<file path="config.mk">
export PLATFORM = sky130hd
export DESIGN_NAME = fp_mult_pipe
export DESIGN_NICKNAME = d
export VERILOG_FILES = /design/src/rtl/fp_mult_pkg.sv /design/src/rtl/fp_round.sv /design/src/rtl/fp_mult_pipe.sv
export SDC_FILE = /design/constraint.sdc
export NUM_CORES = 2
export LEC_CHECK = 0
export ABC_CLOCK_PERIOD_IN_PS = 8100
export CORE_ASPECT_RATIO = 1.75
export CORE_MARGIN = 10
export CORE_UTILIZATION = 36
export DETAILED_ROUTE_END_ITERATION = 8
export PLACE_DENSITY = 0.61
export SLEW_MARGIN = 20
export SYNTH_ARGS = -nofsm -noshare
export SYNTH_HDL_FRONTEND = slang
export SYNTH_SLANG_ARGS = --single-unit
</file>
<file path="constraint.sdc">
create_clock -name clk -period 8.1 [get_ports clk]
set_input_delay 0.81 -clock clk [delete_from_list [all_inputs] [get_ports clk]]
set_output_delay 0.81 -clock clk [all_outputs]
set_load 0.01 [all_outputs]
</file>
<file path="src/rtl/fp_mult_pkg.sv">
// Shared types, status bit positions and IEEE-754 single constants
// for the pipelined single-precision multiplier.
package fp_mult_pkg;

  typedef enum logic [2:0] {
    RND_NEAR    = 3'b000,
    RND_ZERO    = 3'b001,
    RND_PINF    = 3'b010,
    RND_NINF    = 3'b011,
    RND_NEAR_UP = 3'b100,
    RND_AWAY    = 3'b101,
    RND_RSVD6   = 3'b110,
    RND_RSVD7   = 3'b111
  } round_mode_t;

  typedef enum logic [1:0] {
    CLS_ZERO,
    CLS_NORM,
    CLS_INF,
    CLS_NAN
  } operand_class_t;

  localparam int ST_ZERO    = 0;
  localparam int ST_INF     = 1;
  localparam int ST_INVALID = 2;
  localparam int ST_TINY    = 3;
  localparam int ST_HUGE    = 4;
  localparam int ST_INEXACT = 5;

  localparam int          EXP_BIAS = 127;
  localparam int          EXP_MAX  = 254;
  localparam logic [31:0] QNAN     = 32'h7FC0_0000;
  localparam logic [31:0] INF_MAG  = 32'h7F80_0000;
  localparam logic [31:0] MAX_NORM = 32'h7F7F_FFFF;
  localparam logic [31:0] MIN_NORM = 32'h0080_0000;

  // Denormals (exp==0) are treated as zero regardless of mantissa.
  function automatic operand_class_t classify(input logic [30:0] mag);
    if (mag[30:23] == 8'd0)  return CLS_ZERO;
    if (mag[30:23] != 8'hFF) return CLS_NORM;
    return (mag[22:0] == 23'd0) ? CLS_INF : CLS_NAN;
  endfunction

  // True when the mode pushes an out-of-range result away from zero.
  // near_mag selects how the round-to-nearest family behaves.
  function automatic logic toward_mag(input round_mode_t mode, input logic sign,
                                      input logic near_mag);
    case (mode)
      RND_ZERO: return 1'b0;
      RND_PINF: return ~sign;
      RND_NINF: return sign;
      RND_AWAY: return 1'b1;
      default:  return near_mag;
    endcase
  endfunction

endpackage

</file>
<file path="src/rtl/fp_round.sv">
// Combinational rounder: applies one of the rounding modes to a normalised
// 24-bit mantissa using guard/sticky, reporting carry-out and inexact.
module fp_round
  import fp_mult_pkg::*;
(
  input  logic        sign,
  input  logic [23:0] mant,
  input  logic        guard,
  input  logic        sticky,
  input  round_mode_t mode,
  output logic [23:0] mant_rnd,
  output logic        carry,
  output logic        inexact
);

  logic inc;

  assign inexact = guard | sticky;

  always_comb begin
    inc = 1'b0;
    case (mode)
      RND_ZERO:    inc = 1'b0;
      RND_PINF:    inc = inexact & ~sign;
      RND_NINF:    inc = inexact & sign;
      // Ties go toward +inf: up in magnitude only for positive results.
      RND_NEAR_UP: inc = guard & (sticky | ~sign);
      RND_AWAY:    inc = inexact;
      default:     inc = guard & (sticky | mant[0]);
    endcase
  end

  assign {carry, mant_rnd} = {1'b0, mant} + {24'd0, inc};

endmodule

</file>
<file path="src/rtl/fp_mult_pipe.sv">
// Three-stage IEEE-754 single multiplier: S1 operand capture, S2 classify and
// multiply, S3 normalise/round/exceptions. Valid-tagged, no backpressure.
module fp_mult_pipe
  import fp_mult_pkg::*;
#(
  parameter int LATENCY = 3
) (
  input  logic        clk,
  input  logic        rst,
  input  logic        in_valid,
  input  logic [31:0] a,
  input  logic [31:0] b,
  input  logic [2:0]  rnd,
  output logic        out_valid,
  output logic [31:0] z,
  output logic [7:0]  status
);

  localparam logic signed [9:0] EXP_HI = 10'(EXP_MAX);
  localparam logic signed [9:0] EXP_LO = 10'sd1;

  logic [LATENCY-1:0] vld;

  logic [31:0] s1_a, s1_b;
  round_mode_t s1_rnd;

  logic              s2_sign;
  logic [47:0]       s2_prod;
  logic signed [9:0] s2_exp;
  operand_class_t    s2_cls_a, s2_cls_b;
  round_mode_t       s2_rnd;

  logic [47:0]       prod_c;
  logic signed [9:0] exp_c;

  logic              norm_shift, guard_n, sticky_n;
  logic [23:0]       mant_n, mant_rnd;
  logic signed [9:0] exp_n, exp_r;
  logic              carry, inexact;
  logic              is_nan, is_inf, is_zero;
  logic [31:0]       z_nxt;
  logic [7:0]        st_nxt;
  logic              unused_mant_msb;

  always_ff @(posedge clk or negedge rst) begin
    if (!rst) vld <= '0;
    else      vld <= {vld[LATENCY-2:0], in_valid};
  end

  assign out_valid = vld[LATENCY-1];

  always_ff @(posedge clk or negedge rst) begin
    if (!rst) begin
      s1_a   <= '0;
      s1_b   <= '0;
      s1_rnd <= RND_NEAR;
    end else if (in_valid) begin
      s1_a   <= a;
      s1_b   <= b;
      s1_rnd <= round_mode_t'(rnd);
    end
  end

  assign prod_c = {24'd0, 1'b1, s1_a[22:0]} * {24'd0, 1'b1, s1_b[22:0]};
  assign exp_c  = $signed({2'b00, s1_a[30:23]}) + $signed({2'b00, s1_b[30:23]})
                - $signed(10'(EXP_BIAS));

  always_ff @(posedge clk or negedge rst) begin
    if (!rst) begin
      s2_sign  <= 1'b0;
      s2_prod  <= '0;
      s2_exp   <= '0;
      s2_cls_a <= CLS_ZERO;
      s2_cls_b <= CLS_ZERO;
      s2_rnd   <= RND_NEAR;
    end else if (vld[0]) begin
      s2_sign  <= s1_a[31] ^ s1_b[31];
      s2_prod  <= prod_c;
      s2_exp   <= exp_c;
      s2_cls_a <= classify(s1_a[30:0]);
      s2_cls_b <= classify(s1_b[30:0]);
      s2_rnd   <= s1_rnd;
    end
  end

  // Product of two [1,2) mantissas lies in [1,4): at most one right shift.
  assign norm_shift = s2_prod[47];
  assign mant_n     = norm_shift ? s2_prod[47:24] : s2_prod[46:23];
  assign guard_n    = norm_shift ? s2_prod[23]    : s2_prod[22];
  assign sticky_n   = norm_shift ? |s2_prod[22:0] : |s2_prod[21:0];
  assign exp_n      = s2_exp + $signed({9'd0, norm_shift});

  fp_round u_round (
    .sign     (s2_sign),
    .mant     (mant_n),
    .guard    (guard_n),
    .sticky   (sticky_n),
    .mode     (s2_rnd),
    .mant_rnd (mant_rnd),
    .carry    (carry),
    .inexact  (inexact)
  );

  // On carry-out the rounded mantissa is all zeros, so the fraction is already 0.
  assign exp_r           = exp_n + $signed({9'd0, carry});
  assign unused_mant_msb = mant_rnd[23];

  assign is_nan  = (s2_cls_a == CLS_NAN)  || (s2_cls_b == CLS_NAN);
  assign is_inf  = (s2_cls_a == CLS_INF)  || (s2_cls_b == CLS_INF);
  assign is_zero = (s2_cls_a == CLS_ZERO) || (s2_cls_b == CLS_ZERO);

  always_comb begin
    z_nxt  = {s2_sign, exp_r[7:0], mant_rnd[22:0]};
    st_nxt = '0;
    st_nxt[ST_INEXACT] = inexact;
    if (is_nan || (is_zero && is_inf)) begin
      z_nxt  = QNAN;
      st_nxt = '0;
      st_nxt[ST_INVALID] = 1'b1;
    end else if (is_inf) begin
      z_nxt  = {s2_sign, INF_MAG[30:0]};
      st_nxt = '0;
      st_nxt[ST_INF] = 1'b1;
    end else if (is_zero) begin
      z_nxt  = {s2_sign, 31'd0};
      st_nxt = '0;
      st_nxt[ST_ZERO] = 1'b1;
    end else if (exp_r > EXP_HI) begin
      st_nxt = '0;
      if (toward_mag(s2_rnd, s2_sign, 1'b1)) begin
        z_nxt = {s2_sign, INF_MAG[30:0]};
        st_nxt[ST_INF] = 1'b1;
      end else begin
        z_nxt = {s2_sign, MAX_NORM[30:0]};
        st_nxt[ST_HUGE]    = 1'b1;
        st_nxt[ST_INEXACT] = 1'b1;
      end
    end else if (exp_r < EXP_LO) begin
      st_nxt = '0;
      if (toward_mag(s2_rnd, s2_sign, 1'b0)) begin
        z_nxt = {s2_sign, MIN_NORM[30:0]};
        st_nxt[ST_TINY]    = 1'b1;
        st_nxt[ST_INEXACT] = 1'b1;
      end else begin
        z_nxt = {s2_sign, 31'd0};
        st_nxt[ST_ZERO] = 1'b1;
      end
    end
  end

  always_ff @(posedge clk or negedge rst) begin
    if (!rst) begin
      z      <= '0;
      status <= '0;
    end else if (vld[1]) begin
      z      <= z_nxt;
      status <= st_nxt;
    end
  end

endmodule
</file>
; ---- After elaboration in Yosys (flattened, before gate mapping)
; Index checks and enable logic that the tools add are counted.
[op_classes]
n_addsub = 5
mul = 1
div = 0
n_lt_le_gt_ge = 2
n_eq_ne = 11
shift = 0
muxes = 51
bitwise = 9
n_reduce_logical = 13
[op_table]
columns = operator, n
row1 = 31-bit 2-to-1 mux, 4
row2 = 24-bit 2-to-1 mux, 3
row3 = 24-bit by 24-bit multiplier with 48-bit output, 1
row4 = 23-bit zero test, 2
row5 = 32-bit 2-to-1 mux, 1
row6 = 6-bit 2-to-1 mux, 5
row7 = 1-bit 2-to-1 mux, 26
row8 = 24-bit by 1-bit adder with 25-bit output, 1
row9 = 23-bit OR reduction, 1
row10 = 22-bit OR reduction, 1
row11 = 10-bit by 2-bit adder with 10-bit output, 2
row12 = 2-bit 2-to-1 mux, 9
row13 = 8-bit zero test, 2
row14 = "8-bit != test, second input constant", 2
row15 = "10-bit by 9-bit > comparator with 1-bit output, second input constant", 1
row16 = "10-bit by 2-bit less-than comparator with 1-bit output, second input constant", 1
row17 = "9-bit by 7-bit subtractor with 10-bit output, second input constant", 1
row18 = 8-bit by 8-bit adder with 9-bit output, 1
row19 = "2-bit == test, second input constant", 4
row20 = "3-bit by 2-bit == test with 1-bit output, second input constant", 2
row21 = "3-bit == test, second input constant", 2
row22 = 1-bit case mux with 3 select lines, 2
row23 = 1-bit case mux with 5 select lines, 1
row24 = 1-bit AND, 4
row25 = other kinds (7), 13
[totals]
regBits = 176
latchBits = 0
mem_bits_rw = 0
mem_bits_ro = 0
in_bits = 70
output_inout_bits = 41
word_cells = 104
mem_count = 0

; ---- Longest topological paths before layout
[depth]
depth_word = 19
mapped_depth = 28
ltp_nobuf = 25

; ---- Modules after synthesis
; From an unflattened synthesis, not the netlist that was laid out.
[hier_totals]
hier_cells = 2877
hier_area_um2 = 27154.8
[by_module_without_submodules]
columns = mod, instances, cells_per_inst, area_per_inst_um2, seq_area_each_um2
row1 = fp_mult_pipe, 1, 2801, 26615.5, 4354.2
row2 = fp_round, 1, 76, 539.3, 0.0

; ---- Worst setup path before layout
; OpenSTA, ideal clock, no wires.
[synth_timing]
path_kind = reg2reg
start = register s1_b[4]
end = register s2_prod[47]
setup_ns = 0.132
arrival_time_ns = 6.795
required_time_ns = 7.968
setup_slack_ns = 1.174
stages_incl_launch_ff = 29
path_buffers = 3
synth_period_minus_slack_ns = 6.926
cell_sequence = dfrtp_1 -> clkbuf_1 -> clkbuf_1 -> nand2_1 -> fa_1 -> inv_1 -> fa_1 -> inv_1 -> fa_1 -> inv_1 -> fa_1 -> inv_1 -> fa_1 -> inv_1 -> fa_1 -> inv_1 -> fa_1 -> inv_1 -> ha_1 -> clkbuf_1 -> nand4_1 -> nor3b_1 -> a311oi_1 -> o21ai_1 -> a31oi_1 -> o41a_1 -> nor3_1 -> nor3_1 -> or3b_1
[synth_via]
elab_chain_cells = 1
[synth_rtl]
columns = item, line_no
row1 = from (decl), fp_mult_pipe.sv:24  ; logic [31:0] s1_a, s1_b;
row2 = from (signal assigned), fp_mult_pipe.sv:55  ; s1_b <= '0;
row3 = from (signal assigned), fp_mult_pipe.sv:59  ; s1_b <= b;
row4 = 24-bit by 24-bit multiplier with 48-bit output, fp_mult_pipe.sv:64  ; assign prod_c = {24'd0, 1'b1, s1_a[22:0]} * {24'd0, 1'b1, s1_b[22:0]};
row5 = to (signal assigned), fp_mult_pipe.sv:78  ; s2_prod <= prod_c;
row6 = to (decl), fp_mult_pipe.sv:28  ; logic [47:0] s2_prod;
; Every way passes these cells.
; A chain may end at the register's enable or synchronous reset.

; ---- Final worst setup path
[layout_timing]
start = register s1_b[11]
end = register s2_prod[46]
; Same word-level chain as after synthesis.

==> results.py <==
metrics = {
    "status": {
        "status": "complete, no violations",
    },
    "job": {
        "drv_cap": 0,
    },
    "setup_path": {
        "cp.arrival_ns": 7.91,
        "cp_common_cell": "fa_1",
        "cpPeakStageDelay_ns": 0.81,
        "ff2ff_setup_slack_ns": 0.59,
        "critical_path_required_ns": 8.50,
        "cp_slowest_cell": "dfrtp_1",
        "crit_buf_inv": 4,
        "crit_family": "adder cells",
        "path_cells": "buf_4 > nand2_1 > fa_1 > fa_1 > inv_1 > fa_1 > fa_1 > fa_1 > fa_1 > inv_1 > fa_1 > inv_1 > ha_1 > nand2_1 > o21ai_0 > a21o_1 > a41o_1 > nand3_1 > nand2_1 > o21ai_1 > or4b_2 > nand3_1",
        "reg2regPathDepth": 22,
        "crit_fanout": 14,
        "start_kind": "register",
        "cp-end-kind": "register",
        "worstSetupStartpoint": "s1_b[11]",
        "crit_type": "register to register",
        "rr_endpoint": "s2_prod[46]",
        "regToRegStartpoint": "s1_b[11]",
    },
    "routing": {
        "drt_iter0_drc": 1228,
        "first_pass_iters": 5,
        "num_vias": 20300,
        "drt_wl_total_um": 84900,
        "drc": 0,
        "wire_per_inst_um": 21.2,
        "vias_per_cell": 5.07,
        "ant_nets": 0,
    },
    "clock_tree": {
        "insertion_delay_ns": 0.47,
        "clock-root-buffer": "clkbuf_16",
        "cts_tree": "done",
        "cts_setup_buffers": 0,
        "clock_path_buffers": 2,
        "numCtsBuffers": 17,
        "clk_pin_slew_ns": 0.07,
        "hold_buffers": 0,
        "clock-sinks": 174,
        "h-tree-depth": 4,
        "post_cts_resized": 0,
    },
    "synthesis": {
        "synth-seq-cells": 174,
        "yosysUniqueCellTypes": 71,
        "synthArstFlopShare_pct": 100,
        "ys.flop_type": "dfrtp_1",
        "synth_top_area_share_pct": 35.6,
        "syn_area_um2": 27200,
        "synth_edf_count": 0,
        "synth_common_cells": "inv_1 (608), fa_1 (484), nand2_1 (341), and2_1 (250), ha_1 (192)",
        "yosysMostFrequentCell": "inv_1",
        "synthTopCellsByArea": "fa_1 (36%), dfrtp_1 (16%), ha_1 (8.8%)",
        "yosysTopAreaCell": "fa_1",
        "synth_warnings": 0,
        "ys_seq_area_share_pct": 16.0,
        "syn_inst": 2919,
        "avgSynthCellArea_um2": 9.32,
    },
    "die": {
        "die_height_um": 384,
        "io_pins": 111,
        "fp.coreArea_um2": 75100,
        "die_w_um": 228,
        "dieArea_um2": 87400,
        "placementRows": 133,
        "initial_utilization_pct": 36.2,
    },
    "timing": {
        "fmax_ghz": 0.133,
        "worst_pin_slew_ns": 1.03,
        "rsz0062_at_grt": "false",
        "fin_setup_tns_ns": 0,
        "period_needed_ns": 7.51,
        "setup_viol": 0,
        "fin_crit_sh_pct": 92.8,
        "skew_ns": 0.0208,
        "slew_violations": 0,
        "slew_headroom_pct": 31.2,
        "hold_viol": 0,
    },
    "final_layout": {
        "nFillCells": 7442,
        "area_delta_synth_final_pct": 11.0,
        "drive_gt1_share_pct": 7.95,
        "nNetsFinal": 3727,
    },
    "place": {
        "numPortBuffers": 108,
        "gp_congestion": 0.954,
        "hpwl_um": 69600,
    },
    "hold_path": {
        "holdCritPathClass": "primary input to asynchronous set/reset pin",
    },
    "global_routing": {
        "grt_usage_pct": 19.9,
        "antenna_found_initial": 0,
        "grt.overflow.total": 0,
        "grt_first_pass_wirelength_um": 134000,
        "grt_max_degree": 65,
        "grt_pass1_vias": 22600,
    },
}
## flip-flops by register name, indices dropped and copies added (netlist names)
signal and count:
s2_exp 10, z 32, s1_b 32, vld 3, s1_a 32, s2_prod 48
s2_sign 1, s1_rnd 3, s2_cls_a 2, s2_rnd 3, status 6, s2_cls_b 2
## layer usage
layer  GRT usage [%]  up-vias  part of all wire (%)
met4            10.1        0                   5.6
met2            36.5      700                    52
met3            2.90      231                   4.9
met1            22.1    10300                    38
met5               0        -                     0
li1                -     9053                     -
## how the worst max path moves through the flow
stage,cells after the start,to,slack [ns]
finish,22,s2_prod[46],0.59
global route,21,s2_prod[47],0.21
CTS,21,s2_prod[47],0.63
detailed placement,21,s2_prod[47],0.68
global placement,21,s2_prod[47],0.66
floorplan,28,s2_prod[47],1.17
## cell usage in the layout, fill, tap and decap left out, drive strengths merged, types with 7 or more instances in the layout
master / n
o21ai: 68
nand4: 20
o22ai: 8
nor2: 82
a31oi: 16
fa: 484
mux2: 96
clkdlybuf4s50: 106
o21a: 7
clkinv: 7
nand3: 40
xnor2: 50
a21oi: 87
mux2i: 16
xor2: 34
a21o: 24
and3: 14
o21bai: 8
nand2: 341
o2bb2ai: 22
clkbuf: 19
nor4: 19
and2: 250
dfrtp: 174
inv: 615
or4: 8
nor3: 16
nor2b: 13
buf: 91
ha: 192
## cell families (layout without fill, tap and decap cells)
family	after synthesis	after routing	synth area share, %
compound gates	279	279	6.60
xor+xnor	84	84	2.70
fa+ha+maj	676	676	44.5
buf+inv	769	841	10.7
flops	174	174	16.0
mux	112	112	4.58
other cells	1	3	0.0138
simple gates	824	824	15.0
## worst reg2reg max path, cell delays in order (launching register included)
cell and delay, ns:
dfrtp_1 0.81, buf_4 0.37, nand2_1 0.10, fa_1 0.49, fa_1 0.55, inv_1 0.05
fa_1 0.48, fa_1 0.57, fa_1 0.45, fa_1 0.51, inv_1 0.05, fa_1 0.47
inv_1 0.04, ha_1 0.39, nand2_1 0.07, o21ai_0 0.46, a21o_1 0.13, a41o_1 0.26
nand3_1 0.14, nand2_1 0.13, o21ai_1 0.15, or4b_2 0.69, nand3_1 0.10
## final cells by class
type | count | area (um2) | area share, %
timing repair buffer | 198 | 1770 | 5.87
tap | 1012 | 1270 | 4.19
multi-input combinational | 1977 | 19900 | 66.1
sequential | 174 | 4360 | 14.4
inverter | 613 | 2300 | 7.62
clock buffer | 18 | 439 | 1.45
clock inverter | 12 | 103 | 0.340
antenna | 1 | 2.50 | 0.00829
## metrics by stage
| stage | std cells | setup slack, ns | cell area [um2] | hold slack [ns] | utilization, % |
|---|---|---|---|---|---|
| finish | 4005 | 0.586 | 30200 | 0.327 | 40.2 |
| global route | 4004 | 0.205 | 30200 | 0.355 | 40.2 |
| CTS | 4004 | 0.632 | 30200 | 0.319 | 40.2 |
| detailed placement | 3974 | 0.680 | 29600 | 0.472 | 39.5 |
| global placement | 3974 | 0.662 | 29600 | 0.472 | 39.5 |
| floorplan | 2920 | 1.17 | 27200 | 0.352 | - |
Power is left out: the tool's default activity adds up to more than one toggle a clock period on the data nets, which glitch-free logic cannot reach.
==> RTL change, RTL diff (same flow settings) <==
Make the reset (`rst`) synchronous in 4 clocked blocks.
--- a/src/rtl/fp_mult_pipe.sv
+++ b/src/rtl/fp_mult_pipe.sv
@@ -43,5 +43,5 @@
   logic              unused_mant_msb;
 
-  always_ff @(posedge clk or negedge rst) begin
+  always_ff @(posedge clk) begin
     if (!rst) vld <= '0;
     else      vld <= {vld[LATENCY-2:0], in_valid};
@@ -50,5 +50,5 @@
   assign out_valid = vld[LATENCY-1];
 
-  always_ff @(posedge clk or negedge rst) begin
+  always_ff @(posedge clk) begin
     if (!rst) begin
       s1_a   <= '0;
@@ -66,5 +66,5 @@
                 - $signed(10'(EXP_BIAS));
 
-  always_ff @(posedge clk or negedge rst) begin
+  always_ff @(posedge clk) begin
     if (!rst) begin
       s2_sign  <= 1'b0;
@@ -149,5 +149,5 @@
   end
 
-  always_ff @(posedge clk or negedge rst) begin
+  always_ff @(posedge clk) begin
     if (!rst) begin
       z      <= '0;
Behaviour: not the same (a bounded check fails within 4 cycles, from zero or initial values and one cycle with rst low; the reset may be asserted at any time).
==> RTL change against the original RTL <==
  * Sequential share of layout area is 3.0 points lower
  * Setup slack worse by 0.024 ns
  * Worst hold slack improved by 0.15 ns
  * Wire length fell by 4.3%
  * Sequential cell count stayed put
  * Synthesized area is 1.2% higher
  * Cell area up 0.93%
  * Critical path type unchanged
  * Critical endpoint is now s2_prod[39]
  * Largest cell class unchanged
Power is left out: it rests on default switching activity, and per cell area and clock period it moved more than threefold.
==> RTL change: results (changes against the original RTL) <==
stage;metric;value;unit;change
finish;Clock-cell share;0.0189;;+0.000943
finish;sequential share of cell area;0.114;;-0.0299
synthesis;adder-cell area share of the yosys netlist;0.439;;-0.00527
placement;routability cong.;0.894;;-6.3%
drt;Post-Route M1 WL;30800;µm;-3.8%
synthesis;post-synthesis mux area share;0.0455;;-0.000270
grt;vias in the first global route;22573;;-0.12%
grt;GRT met2 Usage;0.352;;-0.0130
synthesis;top cells by count, synth;617 x inv_1, 484 x fa_1, 326 x nand2_1, 276 x and2_1, 192 x ha_1;;
finish;Data buffer area share;0.0575;;-0.00116
outcome;status;complete, no violations;;
worst_hold_path;HP Class;flip-flop to flip-flop;;
setup_path;CP Launch Point;s1_b[3];;
grt;first-pass GRT wire length;130000;µm;-3.1%
setup_path;CP Max Fanout;13;;-1
cts;worst skew pair latency;0.51;ns;+0.04 ns
finish;ratio of cells with drive above 1 in the final layout;0.0506;;-0.0289
finish;multi-input gates;2141;;+8.3%
synthesis;top post-synthesis cells by area;fa_1 35%, dfxtp_1 13%, ha_1 8.7%, inv_1 8.4%, and2_1 6.3%;;
finish;Nets;3893;;+4.5%
grt;GR Layer Usage met3;0.0302;;+0.00115
drt;initial drt markers;1153;;-6.1%
timing;worst-margin pin slew;1.15;ns;+0.114 ns
timing;Layout Skew;0.0224;ns;+0.00153 ns
grt;met1 usage;0.207;;-0.0134
cts;CTS clk-pin slew, worst paths;0.09;ns;+0.02 ns
drt;DR WL/cell;19.4;µm;-8.3%
setup_path;worst reg-to-reg path cell count;24;;+9.1%
synthesis;post-synthesis compound-gate area fraction;0.0742;;+0.00826
finish;Filler cells;7755;;+4.2%
synthesis;XOR/XNOR share of the synthesized area;0.0169;;-0.0102
grt;largest net degree at the start of global routing;107;;+65%
setup_path;slack of the worst reg-to-reg path;0.56;ns;-0.02 ns
setup_path;crit-path max cell delay;0.74;ns;-0.07 ns
finish;count of clock buffers in the final design;17;;-1
finish;Non-Clock Inverter Count;620;;+1.1%
finish;antenna cells;0;;-1
synthesis;Synth async-reset ratio;0;;-1.00
synthesis;sequential area share after synthesis;0.127;;-0.0335
placement;Post-DP HPWL;66100;µm;-5.1%
drt;met2 wire len;43200;µm;-1.8%
finish;bufs w/o clock;193;;-2.5%
drt;Via density;5.00;;-1.3%
finish;fraction of area in multi-input gates;0.691;;+0.0301
drt;Detailed Routing Iterations Pass 1;6;;+1
RTL change: cell types whose count changed in the layout (fill, tap and decap cells not counted), sizes merged, moves of 11 or more:
cell and change:
and2 +27, dfrtp -174, dfxtp +174, mux2 -87
mux2i +99, nand2 -15, nor2b +117, o21ai -29
o22ai +18, o2bb2ai -21, xnor2 -11, xor2 -20
RTL change: metrics by stage:
stage / instance area (µm²) / instances / worst slack (ns) / hold WS (ns)
final: 30500 / 4180 / 0.562 / 0.476
after global routing: 30500 / 4180 / 0.217 / 0.510
after CTS: 30500 / 4180 / 0.569 / 0.485
after detailed placement: 29900 / 4148 / 0.636 / 0.467
after global placement: 29900 / 4148 / 0.662 / 0.457
after floorplan: 27500 / 3108 / 1.07 / 0.450
